$ cat src/rtl/mux_arb_pkg.sv
// Shared types, select encodings and the rotate-priority search used by the
// round-robin mux arbiter.
package mux_arb_pkg;

  typedef enum logic {
    IDLE = 1'b0,
    FULL = 1'b1
  } arb_state_t;

  localparam int unsigned SEL_W = 2;

  localparam logic [SEL_W-1:0] S0 = 2'b00;
  localparam logic [SEL_W-1:0] S1 = 2'b01;
  localparam logic [SEL_W-1:0] S2 = 2'b10;
  localparam logic [SEL_W-1:0] S3 = 2'b11;

  // First set bit of req searching upward from ptr+1 with wrap. Walking from the
  // farthest slot to the nearest lets the nearest set bit overwrite the result.
  function automatic logic [SEL_W-1:0] next_idx(input logic [SEL_W-1:0] ptr,
                                                input logic [3:0]       req);
    logic [SEL_W-1:0] idx;
    next_idx = ptr;
    for (int i = 4; i >= 1; i--) begin
      idx = ptr + 2'(i);
      if (req[idx]) next_idx = idx;
    end
  endfunction

endpackage

$ cat src/rtl/rr_pick.sv
// Combinational rotate-priority encoder: picks the next requester after ptr.
module rr_pick
  import mux_arb_pkg::*;
(
  input  logic [3:0]       req_i,
  input  logic [SEL_W-1:0] ptr_i,
  output logic [SEL_W-1:0] win_o,
  output logic             any_o
);

  always_comb begin
    win_o = next_idx(ptr_i, req_i);
    any_o = |req_i;
  end

endmodule

$ cat src/rtl/mux_rr_arbiter.sv
// Round-robin arbiter feeding a single registered output slot with valid/ready
// backpressure; grants are combinational so requesters see them at the capture edge.
module mux_rr_arbiter
  import mux_arb_pkg::*;
#(
  parameter int unsigned DW   = 4,
  parameter int unsigned NREQ = 4
) (
  input  logic              clk,
  input  logic              reset,
  input  logic [NREQ-1:0]   req,
  input  logic [DW-1:0]     in0,
  input  logic [DW-1:0]     in1,
  input  logic [DW-1:0]     in2,
  input  logic [DW-1:0]     in3,
  input  logic              out_ready,
  output logic [NREQ-1:0]   gnt,
  output logic [SEL_W-1:0]  sel,
  output logic [DW-1:0]     out,
  output logic              out_valid
);

  arb_state_t       state_q, state_d;
  logic [SEL_W-1:0] ptr_q, ptr_d;
  logic [SEL_W-1:0] sel_q, sel_d;
  logic [DW-1:0]    out_q, out_d;

  logic [SEL_W-1:0] win;
  logic             any;
  logic             slot_free;
  logic [DW-1:0]    win_data;

  rr_pick u_rr_pick (
    .req_i (req),
    .ptr_i (ptr_q),
    .win_o (win),
    .any_o (any)
  );

  always_comb begin
    win_data = in0;
    unique case (win)
      S0: win_data = in0;
      S1: win_data = in1;
      S2: win_data = in2;
      S3: win_data = in3;
    endcase
  end

  always_comb begin
    state_d   = state_q;
    ptr_d     = ptr_q;
    sel_d     = sel_q;
    out_d     = out_q;
    gnt       = '0;
    slot_free = (state_q == IDLE) || out_ready;
    if (slot_free) begin
      if (any) begin
        state_d  = FULL;
        ptr_d    = win;
        sel_d    = win;
        out_d    = win_data;
        // No grant may escape while the async reset is holding the slot empty.
        gnt[win] = reset;
      end else begin
        state_d = IDLE;
      end
    end
  end

  always_ff @(posedge clk or negedge reset) begin
    if (!reset) begin
      state_q <= IDLE;
      ptr_q   <= S3;
      sel_q   <= S0;
      out_q   <= '0;
    end else begin
      state_q <= state_d;
      ptr_q   <= ptr_d;
      sel_q   <= sel_d;
      out_q   <= out_d;
    end
  end

  assign out_valid = (state_q == FULL);
  assign sel       = sel_q;
  assign out       = out_q;

endmodule

$ cat config.mk
export PLATFORM = sky130hd
export DESIGN_NAME = mux_rr_arbiter
export DESIGN_NICKNAME = d
export VERILOG_FILES = /design/src/rtl/mux_arb_pkg.sv /design/src/rtl/rr_pick.sv /design/src/rtl/mux_rr_arbiter.sv
export SDC_FILE = /design/constraint.sdc
export NUM_CORES = 1
export LEC_CHECK = 0
export BUFFER_PORTS_ARGS = -buffer_cell sky130_fd_sc_hd__buf_2
export CAP_MARGIN = 20
export CORE_MARGIN = 1.5
export CORE_UTILIZATION = 43
export DETAILED_ROUTE_END_ITERATION = 10
export MAX_ROUTING_LAYER = met4
export PLACE_DENSITY = 0.77
export SLEW_MARGIN = 15
export SYNTH_ARGS = -nofsm -noshare
export SYNTH_HDL_FRONTEND = slang
export SYNTH_SLANG_ARGS = --single-unit
$ cat constraint.sdc
create_clock -name clk -period 2.4 [get_ports clk]
set_clock_uncertainty 0.1 [all_clocks]
set_input_delay 0.12 -clock clk [delete_from_list [all_inputs] [get_ports clk]]
set_output_delay 0.12 -clock clk [all_outputs]
set_load 0.005 [all_outputs]
==> results of run 1 <==
## worst max-delay path: stages, from the launching register on
cell,delay [ns]
dfstp_2,0.56
nor2b_1,0.07
o21a_2,0.27
nor3_4,0.43
nor3b_1,0.22
buf_2,0.13
## power breakdown
group          internal [mW]  switching (mW)
clock network         0.0640          0.0512
logic                  0.137           0.148
registers              0.204          0.0329
## what timing repair did
action,CTS,global route
hold buffers,1,0
gates resized for setup,0,0
hold endpoints to repair,9,0
## through the flow
step,hold WS [ns],std cells,setup WS (ns)
after floorplan,-0.276,72,0.650
after global placement,-0.110,119,0.506
after detailed placement,-0.105,119,0.482
after CTS,0.0233,124,0.222
after global routing,0.0579,124,0.0836
final,0.0268,124,0.243
## cells in the mapped netlist
cell	n	share of area, %
a211oi_1	1	1.1
a21bo_2	4	6.1
a21o_1	1	1.1
a21oi_1	4	3.1
and2_1	1	0.96
buf_6	1	1.7
clkinv_1	1	0.57
dfrtp_1	7	27
dfstp_2	2	8.0
mux2i_1	4	6.1
nand2_1	8	4.6
nand2b_1	1	0.96
nand3_1	1	0.76
nand4_1	4	3.8
nor2_1	9	5.2
nor2b_1	4	3.8
nor3_1	2	1.5
nor3_4	1	2.5
nor3b_1	1	1.1
nor4_1	2	1.9
o211ai_2	4	7.6
o21a_2	1	1.3
o21ai_0	1	0.76
o21ba_2	1	1.5
o21bai_1	2	2.3
o31ai_1	4	4.6
## cell type report
type                       count  share of cell area, %
clock buffer                   4                   3.04
sequential                     9                   26.4
multi-input combinational     61                   47.7
inverter                       1                  0.435
timing repair buffer          34                   20.3
tap                           15                   2.17
## path summary, 6_finish.rpt
check                      cells past startpoint               endpoint            startpoint
min                                            3  out_valid$_DFFE_PN0P_                req[1]
min in group asynchronous                      2     sel[0]$_DFFE_PN0P_                 reset
min reg2reg                                    2     out[1]$_DFFE_PN0P_    out[1]$_DFFE_PN0P_
max in group asynchronous                      2   ptr_q[0]$_DFFE_PN1P_                 reset
max                                            5                 gnt[2]  ptr_q[0]$_DFFE_PN1P_
max reg2reg                                    5     out[0]$_DFFE_PN0P_  ptr_q[0]$_DFFE_PN1P_
## registers in the layout, indices dropped and copies added (netlist names)
register   flops
out_valid      1
sel            2
ptr_q          2
out            4
## cells by family (layout without fill, tap and decap cells)
family                 Yosys count  in the layout  share of synthesized area [%]
and+or+nand+nor                 34             34                           27.2
AOI/OAI and AO/OA               23             23                           29.6
DFF                              9              9                           34.8
muxes                            4              4                           6.12
buffers and inverters            2             39                           2.29
## metal layers
layer,share of wire (%),global-route usage (%)
met5,0,-
met3,7.4,3.02
met1,43,23.8
met4,3.7,13.8
met2,45,36.3
==> impl_results.md, run 1 <==
- Number of global-route vias before repair: 707
- CP Launch Type: register
- Clk sink count: 9
- Yosys warns: 0
- Post-DP HPWL: 1.37 mm
- Final Hold Violating Endpoints: 0
- CP endpoint kind: primary output
- Num CTS Buffers: 3
- Fin area: 863 um^2
- Worst-margin pin slew: 0.627 ns
- Final Setup Violations: 0
- Final min period: 2.16 ns
- Seq/Total Area, Yosys: 34.8%
- RSZ-0062 raised after global routing: no
- Fill cell count: 123
- Peak supply drop: 0.393 mV
- Nets@finish: 133
- Critical path fanouts, max: 9
- H-tree level count: 1
- Area of the multi-input gates: 412 um^2
- CP arrival: 1.94 ns
- CP required: 2.18 ns
- Clock latency at the later pin of the worst-skew pair: 0.25 ns
- Post-Syn Instances: 72
- Slew Limit Headroom: 58.2%
- Worst hold path class: input port to register
- Routed Wire Length: 1.65 mm
- First-pass GRT wire length: 2.86 mm
- Number of DRC markers in iteration 0: 16
- Total chip power: 0.638 mW
- RD Place Congestion: 0.821
- Die X: 42.0 um
- Distinct cells, synth: 26
- N_diodes: 0
- Syn nets: 95
- Synth Register Bits: 9
- Area growth syn-to-layout: 31.9%
- Leak: 0.422 nW
- Num ports: 34
- Setup Crit Path Kind: register to primary output
- DIE AREA: 1760 um^2
- Row count: 13
- Reg2Reg Setup Slack: 0.48 ns
- Period utilization: 89.9%
- Post-CTS Setup Bufs: 0
- Port bufs: 33
- DRC errors left: 0
- Setup tns final: 0 ns
- Clk buf depth: 2
- CTS tree: done
- Largest net degree at the start of global routing: 12
- Share of cells above drive strength 1: 45.0%
- Drt pass-1 iters: 4
- Placed cell areas: 827 um^2
- Most frequent cells in the layout: buf_2 (33), nor2_1 (9), nand2_1 (8)
- Pins Over Slew Limit: 0
- Most common cell after layout, fill and taps aside: buf_2
- Outcome: complete, no violations
- Worst-path clk slew: 0.06 ns
- Die height: 42.0 um
- Initial antenna violation count: 0
- Sequential Area: 228 um^2
- GRT Util Overall: 21.6%
- Initial Utilization: 47.9%
- Util after Layout: 63.2%
- Core ar.: 1370 um^2
- Highest Clock Rate: 464 MHz
- Max Cap Viol: 0
- DR vias: 687
- Power per cell area: 738 nW/um^2
- Global route total overflow: 0
- Routed len/inst: 13.3 um
- Syn Std Cell Area: 654 um^2
- Avg Synthesized Cell Area: 9.09 um^2
- Vias per cell: 5.54
- Clock Root Buffer: clkbuf_4
- DRT antenna net count: 0
Power figures use the tool's default switching activity.
==> inputs of run 2 (changes only) <==
- CORE_UTILIZATION: 43 -> 32
- PLACE_DENSITY: 0.77 -> not set
==> run 2 against run 1 <==
Register-to-register slack is essentially flat. Setup slack gained 0.0018 ns. Sequential cell count is the same. Via count shrank 3.2%. Sequential power is essentially flat. Die area grew 32%. Hold slack lost 0.0034 ns. Core utilization shrank 18 points. Global-route usage shrank 6.6 points. Wire length shrank 5.4%. Cell area grew 1.7%.
==> impl_results.md, run 2 (synthesized netlist as in run 1, its figures left out) <==
- Number of global-route vias before repair: 562 (-21%)
- Drt pass-1 iters: 3 (-1)
- Final Hold Violating Endpoints: 0 (unchanged)
- Pins Over Slew Limit: 0 (unchanged)
- CP required: 2.18 ns (about the same)
- Clk sink count: 9 (unchanged)
- DIE AREA: 2330 um^2 (+32%)
- Outcome: complete, no violations
- Cell family with most CP delay: flip-flops
- Core ar.: 1940 um^2 (+42%)
- Fill cell count: 206 (+67%)
- DRC errors left: 0 (unchanged)
- CP Buf/Inv Count: 1 (unchanged)
- Dpl cells: 131 (+10%)
- RD Place Congestion: 0.744 (-9.4%)
- Port bufs: 33 (unchanged)
- CP arrival: 1.94 ns (about the same)
- Clock latency at the later pin of the worst-skew pair: 0.26 ns (about the same)
- Slew Limit Headroom: 56.8% (-1.4 points)
- Total chip power: 0.634 mW (-0.53%)
- Critical Path Sink: gnt[0]
- Highest Clock Rate: 464 MHz (about the same)
- First-pass GRT wire length: 2.35 mm (-18%)
- Clk buf depth: 2 (unchanged)
- Setup WS post-layout: 0.245 ns (+0.00178 ns)
- Most frequent cells in the layout: buf_2 (33), nor2_1 (9), nand2_1 (8)
- Largest net degree at the start of global routing: 12 (unchanged)
- Period utilization: 89.8% (about the same)
- Layout Cells excl Fill: 136 (+9.7%)
- Num CTS Buffers: 3 (unchanged)
- Critical path origin: ptr_q[0]$_DFFE_PN1P_
- CP max stage cell: dfstp_2
- Global route total overflow: 0 (unchanged)
- Leak: 0.422 nW (unchanged)
- Post-CTS Setup Bufs: 0 (unchanged)
- Power per cell area: 722 nW/um^2 (-2.2%)
- Worst-path clk slew: 0.06 ns (about the same)
- Slowest stage delay, CP: 0.55 ns (about the same)
- Critical-path cell list: nor2b_1 > o21bai_1 > a21oi_1 > nand3_1 > nor4_1 > buf_2
- CTS Hold Bufs: 1 (unchanged)
- Hold Slack: 0.0234 ns (-0.00337 ns)
- Fin area: 878 um^2 (+1.7%)
- Worst-margin pin slew: 0.648 ns (+0.0209 ns)
- Critical path fanouts, max: 5 (-4)
- DR vias: 665 (-3.2%)
- Vias per cell: 4.89 (-12%)
- Max Cap Viol: 0 (unchanged)
- Num ports: 34 (unchanged)
- Row count: 16 (+3)
- Initial antenna violation count: 0 (unchanged)
- Pre-CTS WS: 0.473 ns (-0.00943 ns)
- Clock Root Buffer: clkbuf_4
- Resized Gates After CTS: 0 (unchanged)
- Final min period: 2.16 ns (-0.00178 ns)
- R2R Path End: out[0]$_DFFE_PN0P_
- Setup tns final: 0 ns (unchanged)
- Routed len/inst: 11.5 um (-14%)
- Die height: 48.2 um (+15%)
- CP Launch Type: register
- CTS tree: done
- Share of cells above drive strength 1: 45.0% (unchanged)
- Placed cell areas: 842 um^2 (+1.8%)
- Post-DP HPWL: 1.29 mm (-5.9%)
- DRT antenna net count: 0 (unchanged)
- GRT Util Overall: 15.0% (-6.6 points)
- FF-to-FF path depth: 5 (unchanged)
- RSZ-0062 raised after global routing: no
- Number of DRC markers in iteration 0: 5 (-11)
- Most common cell after layout, fill and taps aside: buf_2
- CP Depth: 6 (+1)
- Routed Wire Length: 1.56 mm (-5.4%)
- Area growth syn-to-layout: 34.2%
- CP endpoint kind: primary output
- Setup Crit Path Kind: register to primary output
- Peak supply drop: 0.403 mV (+2.6%)
- Reg2Reg Setup Slack: 0.48 ns (about the same)
- Worst hold path class: input port to register
- Die X: 48.2 um (+15%)
- RR Startpoint: ptr_q[0]$_DFFE_PN1P_
- Util after Layout: 45.2% (-18 points)
- Nets@finish: 133 (unchanged)
- Final Setup Violations: 0 (unchanged)
- H-tree level count: 1 (unchanged)
- Largest register FFs: 4 (unchanged)
- Initial Utilization: 33.7% (-14 points)
- N_diodes: 0 (unchanged)
==> run 2: cell counts in the layout (fill, tap and decap cells not counted) <==
Identical to the previous run, type by type.
==> run 2: metal layers <==
metal | GRT usage (%) | part of all wire (%) | up-vias | routed length, um
met5 | - | 0 | - | 0
met4 | 6.49 | 1.5 | 0 | 24
met3 | 2.22 | 3.3 | 4 | 52
met2 | 22.4 | 50 | 14 | 782
met1 | 20.0 | 45 | 305 | 699
li1 | - | - | 342 | -
==> run 2: cell type report <==
type | count | area (um^2) | area share, %
Multi-Input combinational cell | 61 | 412 | 46.9
Sequential cell | 9 | 228 | 25.9
Timing Repair Buffer | 34 | 175 | 19.9
Tap cell | 27 | 33.8 | 3.85
Clock buffer | 4 | 26.3 | 2.99
Inverter | 1 | 3.75 | 0.427
==> run 2: worst reg2reg max path, delay by kind of cell (launching register included) <==
| family | cells | cell delay (ns) |
|---|---|---|
| muxes | 1 | 0.28 |
| DFF | 1 | 0.55 |
| AOI/OAI and AO/OA | 2 | 0.37 |
| and+or+nand+nor | 2 | 0.50 |
==> run 2: worst min path at each step <==
stage / end / from / depth (start not counted)
3_3_place_gp: out[0]$_DFFE_PN0P_ / reset / 1
6_report: out_valid$_DFFE_PN0P_ / req[1] / 3
5_1_grt: out_valid$_DFFE_PN0P_ / req[1] / 3
3_5_place_dp: out[0]$_DFFE_PN0P_ / reset / 1
2_1_floorplan: out[0]$_DFFE_PN0P_ / reset / 0
4_1_cts: out_valid$_DFFE_PN0P_ / req[1] / 3
==> run 2: power by group <==
group | switching (mW) | internal [mW] | total, mW | leakage (nW)
clock | 0.0523 | 0.0640 | 0.116 | 0.0150
sequential | 0.0316 | 0.204 | 0.236 | 0.102
combinational | 0.145 | 0.137 | 0.282 | 0.305
total | 0.229 | 0.405 | 0.634 | 0.422
